**src/rtl/cdec8_result_dump_pkg.sv**
```systemverilog
// Shared types, ASCII constants and nibble formatter for the CDEC8 result dumper.
package cdec8_pkg;

  typedef enum logic [2:0] {IDLE, SETTLE, SAMPLE, SEND, NEXT, DONE} dump_state_t;

  localparam logic [7:0] ASC_SP = 8'h20;
  localparam logic [7:0] ASC_LF = 8'h0A;
  localparam logic [7:0] ASC_0  = 8'h30;
  localparam logic [7:0] ASC_A  = 8'h41;

  function automatic logic [7:0] nib2asc(input logic [3:0] n);
    return (n < 4'd10) ? ASC_0 + {4'h0, n} : ASC_A + {4'h0, n} - 8'd10;
  endfunction

endpackage

```
**src/rtl/cdec8_result_dump_if.sv**
```systemverilog
// Result-window bus between the CDEC8 core, the dumper and the UART line.
interface cdec8_result_dump_if;
  logic       endseq;
  logic [7:0] resad;
  logic [7:0] resdt;
  logic       txd;
  logic       busy;
  logic       done;

  modport master (input endseq, resdt, output resad, txd, busy, done);
  modport slave  (output endseq, resdt, input resad, txd, busy, done);
endinterface

```
**src/rtl/cdec8_result_dump_uart_tx.sv**
```systemverilog
// 8N1 UART transmitter; tx_ready is already high in the last stop-bit cycle.
module cdec8_uart_tx #(
  parameter int unsigned CLKS_PER_BIT = 434
) (
  input  logic       clock,
  input  logic       reset_N,
  input  logic       tx_start,
  input  logic [7:0] tx_data,
  output logic       tx_ready,
  output logic       txd
);
  localparam int unsigned CW = (CLKS_PER_BIT > 1) ? $clog2(CLKS_PER_BIT) : 1;
  localparam logic [CW-1:0] BAUD_MAX = CW'(CLKS_PER_BIT - 1);

  logic          active;
  logic [CW-1:0] baud_cnt;
  logic [3:0]    bit_idx;
  logic [8:0]    shift;
  logic          bit_end;

  assign bit_end  = (baud_cnt == BAUD_MAX);
  // Accepting a new byte during the final stop cycle keeps bytes gap-free.
  assign tx_ready = !active || (bit_end && bit_idx == 4'd9);

  always_ff @(posedge clock or negedge reset_N) begin
    if (!reset_N) begin
      active   <= 1'b0;
      baud_cnt <= '0;
      bit_idx  <= '0;
      shift    <= '1;
      txd      <= 1'b1;
    end else if (tx_start && tx_ready) begin
      active   <= 1'b1;
      baud_cnt <= '0;
      bit_idx  <= '0;
      shift    <= {1'b1, tx_data};
      txd      <= 1'b0;
    end else if (active) begin
      if (bit_end) begin
        baud_cnt <= '0;
        if (bit_idx == 4'd9) begin
          active <= 1'b0;
        end else begin
          bit_idx <= bit_idx + 4'd1;
          txd     <= shift[0];
          shift   <= {1'b1, shift[8:1]};
        end
      end else begin
        baud_cnt <= baud_cnt + 1'b1;
      end
    end
  end

endmodule

```
**src/rtl/cdec8_result_dump.sv**
```systemverilog
// Dumps the CDEC8 result window over UART after endseq rises.
// Define CDEC8_DUMP_HEX_EN for ASCII hex records instead of raw bytes.
module cdec8_result_dump #(
  parameter int unsigned CLKS_PER_BIT = 434,
  parameter logic [7:0]  FIRST_AD     = 8'h00,
  parameter logic [7:0]  LAST_AD      = 8'h1F,
  parameter int unsigned READ_WAIT    = 2
) (
  input logic                 clock,
  input logic                 reset_N,
  cdec8_result_dump_if.master bus
);
  import cdec8_pkg::*;

  if (FIRST_AD > LAST_AD || READ_WAIT < 1 || READ_WAIT > 15) begin : g_cfg_check
    $error("cdec8_result_dump: illegal FIRST_AD/LAST_AD/READ_WAIT");
  end

`ifdef CDEC8_DUMP_HEX_EN
  localparam logic [1:0] NB = 2'd3;
`else
  localparam logic [1:0] NB = 2'd1;
`endif
  localparam logic [3:0] RW_LAST = 4'(READ_WAIT - 1);

  dump_state_t state, next;
  logic        es_r;
  logic [3:0]  cnt;
  logic [7:0]  data_r;
  logic [7:0]  resad_q;
  logic [1:0]  byte_idx;
  logic        tx_start;
  logic        tx_ready;
  logic [7:0]  tx_data;

  always_ff @(posedge clock or negedge reset_N) begin
    if (!reset_N) state <= IDLE;
    else          state <= next;
  end

  always_comb begin
    next     = state;
    tx_start = 1'b0;
    case (state)
      IDLE:    if (bus.endseq && !es_r) next = SETTLE;
      SETTLE:  if (cnt == RW_LAST) next = SAMPLE;
      SAMPLE:  next = SEND;
      SEND: begin
        if (byte_idx != NB) tx_start = tx_ready;
        else if (tx_ready)  next = NEXT;
      end
      NEXT:    next = (resad_q == LAST_AD) ? DONE : SETTLE;
      DONE:    if (!bus.endseq) next = IDLE;
      default: next = IDLE;
    endcase
  end

  // es_r resets high so a level already present at reset release is not an edge.
  always_ff @(posedge clock or negedge reset_N) begin
    if (!reset_N) begin
      es_r     <= 1'b1;
      cnt      <= '0;
      data_r   <= '0;
      resad_q  <= FIRST_AD;
      byte_idx <= '0;
    end else begin
      es_r <= bus.endseq;
      if (state != SETTLE) cnt <= '0;
      else                 cnt <= cnt + 4'd1;
      if (state == IDLE && next == SETTLE)      resad_q <= FIRST_AD;
      else if (state == NEXT && next == SETTLE) resad_q <= resad_q + 8'd1;
      if (state == SAMPLE) begin
        data_r   <= bus.resdt;
        byte_idx <= '0;
      end else if (tx_start) begin
        byte_idx <= byte_idx + 2'd1;
      end
    end
  end

  always_comb begin
`ifdef CDEC8_DUMP_HEX_EN
    case (byte_idx)
      2'd0:    tx_data = nib2asc(data_r[7:4]);
      2'd1:    tx_data = nib2asc(data_r[3:0]);
      default: tx_data = (resad_q == LAST_AD) ? ASC_LF : ASC_SP;
    endcase
`else
    tx_data = data_r;
`endif
  end

  assign bus.resad = resad_q;
  assign bus.busy  = (state == SETTLE) || (state == SAMPLE) || (state == SEND) || (state == NEXT);
  assign bus.done  = (state == DONE);

  cdec8_uart_tx #(.CLKS_PER_BIT(CLKS_PER_BIT)) u_tx (
    .clock    (clock),
    .reset_N  (reset_N),
    .tx_start (tx_start),
    .tx_data  (tx_data),
    .tx_ready (tx_ready),
    .txd      (bus.txd)
  );

endmodule

```
**src/flat_wrapper.sv**
```systemverilog
// flat-port wrapper written by rule: the top's interface ports become plain ports
module cdec8_result_dump_flat import cdec8_pkg::*;
#(
  parameter int unsigned CLKS_PER_BIT = 434,
  parameter logic [7:0]  FIRST_AD     = 8'h00,
  parameter logic [7:0]  LAST_AD      = 8'h1F,
  parameter int unsigned READ_WAIT    = 2
)
  (clock, reset_N, bus_endseq, bus_resdt, bus_resad, bus_txd, bus_busy, bus_done);
  cdec8_result_dump_if bus_i ();
  input logic clock;
  input logic reset_N;
  input wire logic [$bits(bus_i.endseq)-1:0] bus_endseq;
  input wire logic [$bits(bus_i.resdt)-1:0] bus_resdt;
  output wire logic [$bits(bus_i.resad)-1:0] bus_resad;
  output wire logic [$bits(bus_i.txd)-1:0] bus_txd;
  output wire logic [$bits(bus_i.busy)-1:0] bus_busy;
  output wire logic [$bits(bus_i.done)-1:0] bus_done;
  assign bus_i.endseq = bus_endseq;
  assign bus_i.resdt = bus_resdt;
  assign bus_resad = bus_i.resad;
  assign bus_txd = bus_i.txd;
  assign bus_busy = bus_i.busy;
  assign bus_done = bus_i.done;
  cdec8_result_dump #(.CLKS_PER_BIT(CLKS_PER_BIT), .FIRST_AD(FIRST_AD), .LAST_AD(LAST_AD), .READ_WAIT(READ_WAIT)) u_core (.clock(clock), .reset_N(reset_N), .bus(bus_i));
endmodule
```
**config.mk**
```make
export PLATFORM = sky130hd
export DESIGN_NAME = cdec8_result_dump_flat
export DESIGN_NICKNAME = d
export VERILOG_FILES = /design/src/rtl/cdec8_result_dump_pkg.sv /design/src/rtl/cdec8_result_dump_if.sv /design/src/rtl/cdec8_result_dump_uart_tx.sv /design/src/rtl/cdec8_result_dump.sv /design/src/flat_wrapper.sv
export SDC_FILE = /design/constraint.sdc
export NUM_CORES = 1
export LEC_CHECK = 0
export CAP_MARGIN = 5
export CORE_MARGIN = 4
export CORE_UTILIZATION = 60
export CTS_CLUSTER_SIZE = 24
export DETAILED_ROUTE_END_ITERATION = 6
export DONT_BUFFER_PORTS = 1
export MAX_ROUTING_LAYER = met4
export PLACE_DENSITY_LB_ADDON = 0.3
export SLEW_MARGIN = 30
export SYNTH_ARGS = -nofsm -noshare
export SYNTH_HDL_FRONTEND = slang
export SYNTH_SLANG_ARGS = --single-unit
```
**constraint.sdc**
```tcl
create_clock -name clock -period 2.4 [get_ports clock]
set_input_delay 0.36 -clock clock [delete_from_list [all_inputs] [get_ports clock]]
set_output_delay 0.36 -clock clock [all_outputs]
set_load 0.005 [all_outputs]
```
==> results.toml <==
[placement]
routabilityCongestion = 0.865
placed_cell_area_um2 = 2500
dp_hpwl_um = 2890
portBuffers = 0

[cts]
cts_tree = "built"
path_clk_slew_ns = 0.09
post-cts-setup-buffers = 0
cts_root_buf = "clkbuf_8"
insertion_delay_ns = 0.30
cts_buffer_depth = 2
cts_made_buffers = 5
cts.sinks = 49
htreeDepth = 2

[min_path]
holdPathEnd = "u_core.es_r"
hold_path_startpoint = "bus_endseq"
hold_path.class = "input port to register"
hold_depth = 0

[synthesis]
synth_top_area_share_pct = 39.9
synth_common_cells = "39 x dfrtp_1, 24 x nor2_1, 20 x nand2_1, 18 x o21ai_0, 11 x inv_1"
synth_edf_count = 0
syn_area_um2 = 2440
ys.flop_type = "dfrtp_1"
avgSynthCellArea_um2 = 10.4
ys_seq_area_share_pct = 50.7
yosys_warnings = 0
ys_top_cells_by_area = "dfrtp_1 40%, dfstp_2 11%, ha_1 4.1%, o21ai_0 3.7%, mux2_2 3.7%"
yosysTopAreaCell = "dfrtp_1"
yosys_register_bits = 49
ys_async_sr_fraction_pct = 100
ys_types = 46
synth_nets = 253
postSynthCellCount = 234
yosysMostFrequentCell = "dfrtp_1"

[setup_path]
rrSetupSlack_ns = 0.27
crit_fanout = 18
worstReg2RegEnd = "u_core.u_tx.bit_idx[3]"
crit_type = "register to register"
end_kind = "register"
cp.arrival_ns = 2.35
timing.rr.start = "u_core.u_tx.baud_cnt[1]"
crit_required_ns = 2.62
reg2reg_depth = 6
startpoint_type = "register"

[layout]
diodes = 0
design_area_um2 = 2630
syn2layout_area_growth_pct = 7.53
nFillCells = 288
drive_gt1_share_pct = 14.5
fin_nets = 260

[routing]
wl_per_cell_um = 14.5
via_per_inst = 5.99
first_pass_iters = 4
via_count = 1738
drc = 0
antenna_left = 0
wl_um = 4220
drt_iter0_markers = 137

[pwr]
pwr-share-clk_pct = 34.4
p_int_mw = 1.07
p_leak_nw = 1.12
seq_power_share_pct = 62.5
p_sw_share_pct = 21.9
p_sw_uw = 299
combPwrFrac_pct = 3.1
vdd_drop_max_uv = 284
p_per_area_nw_per_um2 = 521

[sta]
worst_clock_skew_ns = 0.00805
hold_violations = 0
tightestPinTransition_ns = 0.562
final_min_period_over_clock_period_pct = 88.6
clock.fmax_mhz = 470
setup_viol = 0
setup_tns_ns = 0
rsz0062_at_grt = "false"
maxSlewHeadroom_pct = 62.3
drv_slew = 0
min_period_ns = 2.13

[global_routing]
grt_start_max_net_pins = 50
first_global_vias = 1681
overflow = 0
grtUsageTotal_pct = 19.1
grt_pass1_wl_um = 7530
antenna_found_initial = 0

[die]
dieWidth_um = 71.8
initial_core_util_pct = 64.3
io_pins = 22
die-area_um2 = 5160
core_um2 = 3800
die_h_um = 71.8
rows = 22

[run_status]
run_status = "complete, no violations"

[run]
maxCapViolCount = 0
critical path, stage by stage, from the launching register on:
cell	delay, ns
dfrtp_1	0.40
inv_1	0.08
ha_1	0.16
nand4b_2	0.16
or4b_4	0.68
or3_1	0.39
a21oi_1	0.17
flip-flops by register name, summed over array words and instances, names as in the netlist, 2 cells and up:
| signal | flops |
|---|---|
| u_core.bus.resad | 8 |
| u_core.u_tx.baud_cnt | 9 |
| u_core.data_r | 8 |
| u_core.cnt | 4 |
| u_core.u_tx.bit_idx | 4 |
| u_core.byte_idx | 2 |
| u_core.state | 3 |
| u_core.u_tx.shift | 8 |
worst max path at each step:
stage                            startpoint                      to  slack [ns]  depth (start not counted)
finish              u_core.u_tx.baud_cnt[1]  u_core.u_tx.bit_idx[3]        0.27                          6
global route                  u_core.cnt[1]     u_core.bus.resad[3]        0.08                          7
CTS                 u_core.u_tx.baud_cnt[1]  u_core.u_tx.bit_idx[3]        0.28                          6
detailed placement  u_core.u_tx.baud_cnt[1]  u_core.u_tx.bit_idx[3]        0.31                          6
global placement    u_core.u_tx.baud_cnt[1]  u_core.u_tx.bit_idx[3]        0.39                          6
floorplan           u_core.u_tx.baud_cnt[1]  u_core.u_tx.bit_idx[3]        0.46                          7
layer usage:
layer  share of wire [%]  GRT usage (%)  vias to the layer above
met5                   0              -                        -
met4                 1.5           6.47                        0
met3                 5.2           5.75                        7
met2                  48           29.8                       31
met1                  45           23.7                      854
li1                    -              -                      846
area by class of cell:
| cell class | count | area [um^2] | area share [%] |
|---|---|---|---|
| clock buffers | 6 | 72.6 | 2.76 |
| clock inverters | 2 | 15.0 | 0.571 |
| inverters | 11 | 41.3 | 1.57 |
| multi-input cells | 167 | 1120 | 42.8 |
| flip-flops and latches | 49 | 1240 | 47.1 |
| well taps | 48 | 60.1 | 2.29 |
| repair buffers | 7 | 75.1 | 2.86 |
cells by family after synthesis:
family / count (synthesis) / share of synthesized area (%)
adder cells (fa/ha/maj): 8 / 4.10
XOR/XNOR: 12 / 4.30
buffers and inverters: 18 / 3.28
AO/OA/AOI/OAI: 44 / 10.9
AND/OR/NAND/NOR: 88 / 20.2
multiplexers: 15 / 6.55
flip-flops: 49 / 50.7
repair_timing:
item | CTS | global route
endpoints found under the hold margin | 49 | 0
resized for setup | 0 | 0
hold buffers | 2 | 0
placed cells by master (no fill, tap or decap), types with 2 or more instances in the layout:
master and instances:
a21o_1 3, a21oi_1 8, a31oi_1 2, and2_1 3
and3_1 3, buf_4 5, clkbuf_8 5, clkinvlp_4 2
dfrtp_1 39, dfstp_2 10, ha_1 8, inv_1 11
mux2_2 8, mux2i_1 7, nand2_1 20, nand2b_1 3
nand3_1 8, nand3b_1 3, nand4_1 4, nor2_1 24
nor4_1 4, nor4bb_1 2, o21ai_0 18, o22ai_1 3
o31ai_1 2, or3_1 4, xnor2_1 6, xor2_1 6
power groups by stage:
stage                     Combinational [mW]  Sequential, mW  Clock [mW]
after floorplan                       0.0178           0.870           0
after global routing                  0.0490           0.859       0.526
after global placement                0.0194           0.872           0
final                                 0.0421           0.856       0.472
after CTS                             0.0437           0.856       0.488
after detailed placement              0.0204           0.872           0
metrics by stage:
step / total power [mW] / std cells / util [%] / hold slack [ns] / setup slack, ns
after floorplan: 0.888 / 234 / - / 0.0644 / 0.458
after global placement: 0.891 / 280 / 65.9 / 0.0660 / 0.391
after detailed placement: 0.893 / 280 / 65.9 / 0.0659 / 0.307
after CTS: 1.39 / 290 / 69.2 / 0.0352 / 0.276
after global routing: 1.43 / 290 / 69.2 / 0.0185 / 0.0770
final: 1.37 / 290 / 69.2 / 0.0449 / 0.274
(Power assumes the default switching activity.)
